==> config.mk <==
export PLATFORM = sky130hd
export DESIGN_NAME = muldiv_ctrl
export DESIGN_NICKNAME = d
export VERILOG_FILES = /design/src/rtl/muldiv_ctrl.sv
export SDC_FILE = /design/constraint.sdc
export NUM_CORES = 1
export LEC_CHECK = 0
export BUFFER_PORTS_ARGS = -buffer_cell sky130_fd_sc_hd__buf_4
export CAP_MARGIN = 10
export CORE_MARGIN = 2
export CORE_UTILIZATION = 25
export DETAILED_ROUTE_END_ITERATION = 7
export SETUP_SLACK_MARGIN = 0.3
export SYNTH_ARGS = -nofsm -noshare
export SYNTH_HDL_FRONTEND = slang
export SYNTH_SLANG_ARGS = --single-unit
==> constraint.sdc <==
create_clock -name clk -period 5 [get_ports clk]
set_clock_uncertainty 0.05 [all_clocks]
set_input_delay 0.5 -clock clk [delete_from_list [all_inputs] [get_ports clk]]
set_output_delay 0.5 -clock clk [all_outputs]
set_load 0.01 [all_outputs]
==> src/rtl/muldiv_ctrl.sv <==
// Purpose: sequencer for an iterative RV32M multiply/divide unit beside EX, one bit per cycle.
// Latency: done in cycle XLEN+2 after start is accepted (cycle 1 for early-out cases when enabled).
// Backpressure: stall_req holds PC, IF/ID and ID/EX from acceptance until DONE; flush squashes the op.
//
// Ports:
//   clk, rst          rising-edge clock, synchronous active-high reset
//   start             M-extension op valid in EX (level, held while stalled)
//   funct3            000 MUL, 001 MULH, 010 MULHSU, 011 MULHU, 100 DIV, 101 DIVU, 110 REM, 111 REMU
//   op_a, op_b        rs1 / rs2 values
//   flush             squash any in-flight op (control hazard); wins over start
//   result            op result, valid with done and held until the next completion or rst
//   done              one-cycle completion pulse
//   busy              state is CALC or FIX
//   stall_req         pipeline hold request
//
// Optional feature: define MULDIV_EARLY_OUT_EN to finish divide-by-zero, signed overflow and
// multiply-by-zero directly from IDLE (done in cycle 1, stall_req only in cycle 0).

module muldiv_ctrl #(
    parameter int XLEN = 32
) (
    input  logic            clk,
    input  logic            rst,
    input  logic            start,
    input  logic [2:0]      funct3,
    input  logic [XLEN-1:0] op_a,
    input  logic [XLEN-1:0] op_b,
    input  logic            flush,
    output logic [XLEN-1:0] result,
    output logic            done,
    output logic            busy,
    output logic            stall_req
);

    localparam int CW = $clog2(XLEN);
    localparam logic [XLEN-1:0] MOST_NEG = {1'b1, {(XLEN-1){1'b0}}};

    typedef enum logic [1:0] {
        IDLE = 2'd0,
        CALC = 2'd1,
        FIX  = 2'd2,
        DONE = 2'd3
    } state_t;

    state_t            state;
    logic [2:0]        f3_q;
    logic [XLEN-1:0]   dividend_q;   // original rs1, needed for REM by zero
    logic [XLEN-1:0]   opnd_q;       // |multiplicand| or |divisor|
    logic [2*XLEN-1:0] acc;          // mul: {partial high, multiplier}; div: {remainder, dividend/quotient}
    logic              neg_a_q;
    logic              neg_b_q;
    logic              div0_q;
    logic              ovf_q;
    logic [CW-1:0]     cnt;

    // ---------------- operand decode at acceptance ----------------
    logic            is_div_in;
    logic            sgn_a_in;
    logic            sgn_b_in;
    logic            neg_a_in;
    logic            neg_b_in;
    logic [XLEN-1:0] a_abs_in;
    logic [XLEN-1:0] b_abs_in;
    logic            div0_in;
    logic            ovf_in;

    always_comb begin
        is_div_in = funct3[2];
        sgn_a_in  = (funct3 == 3'b001) || (funct3 == 3'b010) ||
                    (funct3 == 3'b100) || (funct3 == 3'b110);
        sgn_b_in  = (funct3 == 3'b001) || (funct3 == 3'b100) || (funct3 == 3'b110);
        neg_a_in  = sgn_a_in && op_a[XLEN-1];
        neg_b_in  = sgn_b_in && op_b[XLEN-1];
        a_abs_in  = neg_a_in ? -op_a : op_a;
        b_abs_in  = neg_b_in ? -op_b : op_b;
        div0_in   = (op_b == '0);
        // sgn_b_in together with funct3[2] selects exactly DIV and REM
        ovf_in    = sgn_b_in && funct3[2] && (op_a == MOST_NEG) && (op_b == '1);
    end

    // ---------------- one iteration ----------------
    logic [XLEN:0]     mul_sum;
    logic [2*XLEN-1:0] mul_next;
    logic [XLEN:0]     div_sh;
    logic              div_ge;
    logic [XLEN:0]     div_rem;
    logic [2*XLEN-1:0] div_next;

    always_comb begin
        // shift-add: add multiplicand into the high half when the current multiplier bit is set,
        // then shift the whole product right; the carry lands in the top bit
        mul_sum  = {1'b0, acc[2*XLEN-1:XLEN]} + (acc[0] ? {1'b0, opnd_q} : '0);
        mul_next = {mul_sum, acc[XLEN-1:1]};
        // restoring divide: bring in the next dividend bit, subtract the divisor if it fits
        div_sh   = {acc[2*XLEN-1:XLEN], acc[XLEN-1]};
        div_ge   = (div_sh >= {1'b0, opnd_q});
        div_rem  = div_sh - (div_ge ? {1'b0, opnd_q} : '0);
        div_next = {div_rem[XLEN-1:0], acc[XLEN-2:0], div_ge};
    end

    // ---------------- sign fix and result select ----------------
    logic [2*XLEN-1:0] prod_s;
    logic [XLEN-1:0]   quo_s;
    logic [XLEN-1:0]   rem_s;
    logic [XLEN-1:0]   fix_val;

    always_comb begin
        prod_s = (neg_a_q ^ neg_b_q) ? -acc : acc;
        quo_s  = (neg_a_q ^ neg_b_q) ? -acc[XLEN-1:0] : acc[XLEN-1:0];
        rem_s  = neg_a_q ? -acc[2*XLEN-1:XLEN] : acc[2*XLEN-1:XLEN];
        case (f3_q)
            3'b000:          fix_val = prod_s[XLEN-1:0];
            3'b001, 3'b010,
            3'b011:          fix_val = prod_s[2*XLEN-1:XLEN];
            3'b100, 3'b101:  fix_val = div0_q ? '1 : (ovf_q ? MOST_NEG : quo_s);
            default:         fix_val = div0_q ? dividend_q : (ovf_q ? '0 : rem_s);
        endcase
    end

`ifdef MULDIV_EARLY_OUT_EN
    logic            early_hit;
    logic [XLEN-1:0] early_val;

    always_comb begin
        if (is_div_in) begin
            early_hit = div0_in || ovf_in;
            if (funct3[1]) early_val = div0_in ? op_a : '0;       // REM/REMU
            else           early_val = div0_in ? '1 : MOST_NEG;   // DIV/DIVU
        end else begin
            early_hit = (op_a == '0) || (op_b == '0);
            early_val = '0;
        end
    end
`endif

    // ---------------- control FSM ----------------
    always_ff @(posedge clk) begin
        if (rst) begin
            state      <= IDLE;
            result     <= '0;
            done       <= 1'b0;
            busy       <= 1'b0;
            f3_q       <= '0;
            dividend_q <= '0;
            opnd_q     <= '0;
            acc        <= '0;
            neg_a_q    <= 1'b0;
            neg_b_q    <= 1'b0;
            div0_q     <= 1'b0;
            ovf_q      <= 1'b0;
            cnt        <= '0;
        end else begin
            done <= 1'b0;
            if (flush) begin
                state <= IDLE;
                busy  <= 1'b0;
            end else begin
                case (state)
                    IDLE: begin
                        if (start) begin
                            f3_q       <= funct3;
                            dividend_q <= op_a;
                            neg_a_q    <= neg_a_in;
                            neg_b_q    <= neg_b_in;
                            div0_q     <= div0_in;
                            ovf_q      <= ovf_in;
                            cnt        <= '0;
                            if (is_div_in) begin
                                opnd_q <= b_abs_in;
                                acc    <= {{XLEN{1'b0}}, a_abs_in};
                            end else begin
                                opnd_q <= a_abs_in;
                                acc    <= {{XLEN{1'b0}}, b_abs_in};
                            end
`ifdef MULDIV_EARLY_OUT_EN
                            if (early_hit) begin
                                state  <= DONE;
                                result <= early_val;
                                done   <= 1'b1;
                            end else begin
                                state <= CALC;
                                busy  <= 1'b1;
                            end
`else
                            state <= CALC;
                            busy  <= 1'b1;
`endif
                        end
                    end
                    CALC: begin
                        acc <= f3_q[2] ? div_next : mul_next;
                        cnt <= cnt + 1'b1;
                        if (cnt == CW'(XLEN - 1)) begin
                            state <= FIX;
                        end
                    end
                    FIX: begin
                        result <= fix_val;
                        done   <= 1'b1;
                        busy   <= 1'b0;
                        state  <= DONE;
                    end
                    default: begin
                        // start still belongs to the retiring instruction here
                        state <= IDLE;
                    end
                endcase
            end
        end
    end

    // Must cover the acceptance cycle too, so it cannot wait for the state register.
    assign stall_req = ((state == IDLE) && start && !flush) || (state == CALC) || (state == FIX);

endmodule

==> flow_summary.toml <==
[worst_setup_path]
crit_buf_inv = 4
critical_path_class = "reg -> reg"
rr_endpoint = "acc[55]$_SDFFE_PP0P_"
r2r_cells = 21
cp_slowest_stage_delay_ps = 430
crit_required_ps = 5300
arrival_ps = 4840
cpMaxStageDelayCell = "a2111o_1"
endpoint_kind = "flip-flop"
start_kind = "flip-flop"
path_max_fanout = 12
critical-path-top-delay-family = "compound AO/OA/AOI/OAI gates"
r2r-start = "acc[31]$_SDFFE_PP0P_"
reg2reg_slack_ps = 460
crit_chain = "inv_1, ha_1, nand2b_1, a2111o_1, a211oi_2, o221a_2, nand2_2, buf_12, nand2_1, ha_1, buf_4, a211o_1, a21oi_1, o21ai_1, a21oi_2, buf_4, o311ai_0, a21oi_1, xnor2_1, a222oi_1, nor2_1"

[sta]
fin_ws_ps = 458
rsz0062_at_grt = "yes"
max_freq_mhz = 220
maxSlewViolCount = 0
setup_viol = 0
fin_tns_setup_ps = 0
timing.final.crit_share = 0.908
finalHoldViolCount = 0
worst-slew-pin-transition_ps = 1210
max_slew_margin = 0.189
hold_ws_ps = 241
period_minus_slack_ps = 4540

[global_routing]
grt_max_degree = 118
grt_pass1_wl_mm = 99.7
grt_pass1_vias = 15700
track_usage = 0.194
grt_overflow = 0
antenna_found_initial = 1

[die]
die_y_um = 259
dieArea_mm2 = 0.0670
initial_utilization = 0.252
chipWidth_um = 259
rows = 93
io_pins = 106
core_area_mm2 = 0.0643

[yosys]
synth_seq_cells = 176
ys_warn_count = 0
synth_flop_cell = "dfxtp_1"
synth.net_count = 2447
syn_avg_cell_area_um2 = 7.19
syn_area_mm2 = 0.0162
yosysSeqAreaShare = 0.217
yosysUniqueCellTypes = 79
ys_async_sr_fraction = 0
syn_inst = 2260
synth_edf_count = 0

[final_layout]
mostFrequentLayoutCell = "nand2_1"
most-common-layout-cells = "317 x nand2_1, 224 x a21oi_1, 217 x nor2_1"
diodes = 0
fillers = 7081
drive_above_1_share = 0.130
final_cells = 3199
area_growth_pct = 17.0
final_nets = 2518

[status]
status = "finished clean"

[clock_tree]
numCtsBuffers = 17
cts_root_buffer = "clkbuf_16"
insertion_delay_ps = 480
cts_sinks = 176
clk_pin_slew_worst_paths_ps = 80
clockBufferDepth = 2
cts-htree-levels = 4
cts_tree = "done"

[placed_design]
placed_cells = 3163
io_buffers = 105
routabilityCongestion = 0.987
dp_hpwl_mm = 52.0
place_ws_ps = 175

[drt]
drc = 0
routed_wl_mm = 66.5
avgViaCountPerCell = 5.43
dr.pass1.iters = 6
drt_iter0_drc = 1884
vias = 17400
wl_per_cell_um = 20.8
drtAntennaViolNets = 0

[worst_hold_path]
hp-class = "in -> reg"
holdPathEnd = "dividend_q[1]$_SDFFE_PP0P_"
hp-start = "op_a[1]"
hold_depth = 3

[power_and_ir_drop]
cellPowerDensity_mw_per_mm2 = 220
p_leak_nw = 7.54
vdd_drop_max_mv = 0.275
finalPower_mw = 4.17

[flow_run]
cap_violations = 0
metal layers:
layer  wire [um]  share of wire  vias to the layer above  global-route usage
li1            -              -                     8294                   -
met1       29800           0.45                     8179               0.273
met2       29000           0.44                      801               0.300
met3        5440          0.082                      104              0.0267
met4        2280          0.034                        0              0.0695
met5           0              0                        -                   0
flip-flops by register name (all words and copies together) (netlist names):
signal      flops
cnt             5
dividend_q     32
opnd_q         32
f3_q            3
result         32
done            1
ovf_q           1
state           2
busy            1
div0_q          1
neg_a_q         1
neg_b_q         1
acc            64
worst reg2reg max path: cells and delay by family, from the launching register on:
kind	cells	cell delay, ps
buf+inv	4	560
simple gates	4	390
compound gates	10	2420
fa+ha+maj	2	510
flops	1	380
xor+xnor	1	100
final cells by class:
cell class / count / area, um^2 / share of cell area
clock buffers: 19 / 453 / 0.0238
clock inverters: 13 / 166 / 0.00876
inverters: 75 / 282 / 0.0148
multi-input cells: 1864 / 12000 / 0.632
flip-flops and latches: 176 / 3530 / 0.186
well taps: 855 / 1070 / 0.0563
repair buffers: 197 / 1500 / 0.0792
cell usage after synthesis, types with 15 or more instances:
cell      count  area share
a211oi_1     49       0.023
a21o_1       35       0.016
a21oi_1     228       0.070
a221oi_1     20       0.011
a22oi_1      16      0.0074
a31oi_1      15      0.0058
and2_1       17      0.0065
buf_1        19      0.0044
clkbuf_1    121       0.028
dfxtp_1     176        0.22
ha_1        114       0.088
inv_1        75       0.017
mux2_2       27       0.019
mux2i_1      28       0.017
nand2_1     318       0.074
nand2b_1     15      0.0058
nand3_1      39       0.012
nand4_1      25      0.0096
nor2_1      218       0.050
nor3_1       51       0.016
nor4_1       32       0.012
o211ai_1     35       0.016
o21ai_0     123       0.038
o21ai_1      29      0.0089
o221ai_1     17      0.0092
o31ai_1      23       0.011
or3_1        20      0.0077
or4_1        15      0.0069
xnor2_1     106       0.057
xor2_1       95       0.051
stage by stage:
step                utilization  instance area, um^2
finish                    0.295                19000
CTS                       0.294                18900
detailed placement        0.284                18300
floorplan                     -                16200
global placement          0.284                18300
global route              0.295                19000
cell families after synthesis:
| family | share of synthesized area |
|---|---|
| compound gates | 0.265 |
| mux | 0.0360 |
| flops | 0.217 |
| buf+inv | 0.0516 |
| xor+xnor | 0.108 |
| fa+ha+maj | 0.0903 |
| simple gates | 0.232 |
report_power, final:
group          switching (mW)  leakage, nW  internal (mW)  total (mW)
combinational           0.706         5.81          0.438        1.14
clock                   0.695        0.303          0.784        1.48
sequential             0.0936         1.43           1.46        1.55
timing repair:
action / in CTS / in global routing
setup endpoints to repair: 4 / 14
pin swaps: 0 / 6
gates resized for setup: 3 / 15
hold buffers: 0 / 0
buffers inserted: 0 / 4
how the worst max path moves through the flow:
stage | from | to | cells after the start
after floorplan | acc[60]$_SDFFE_PP0P_ | acc[59]$_SDFFE_PP0P_ | 18
after global placement | acc[31]$_SDFFE_PP0P_ | acc[59]$_SDFFE_PP0P_ | 18
after detailed placement | acc[31]$_SDFFE_PP0P_ | acc[63]$_SDFFE_PP0P_ | 20
after CTS | acc[31]$_SDFFE_PP0P_ | acc[63]$_SDFFE_PP0P_ | 20
after global routing | acc[31]$_SDFFE_PP0P_ | acc[63]$_SDFFE_PP0P_ | 20
final | acc[31]$_SDFFE_PP0P_ | acc[55]$_SDFFE_PP0P_ | 21
Power figures use the tool's default switching activity.
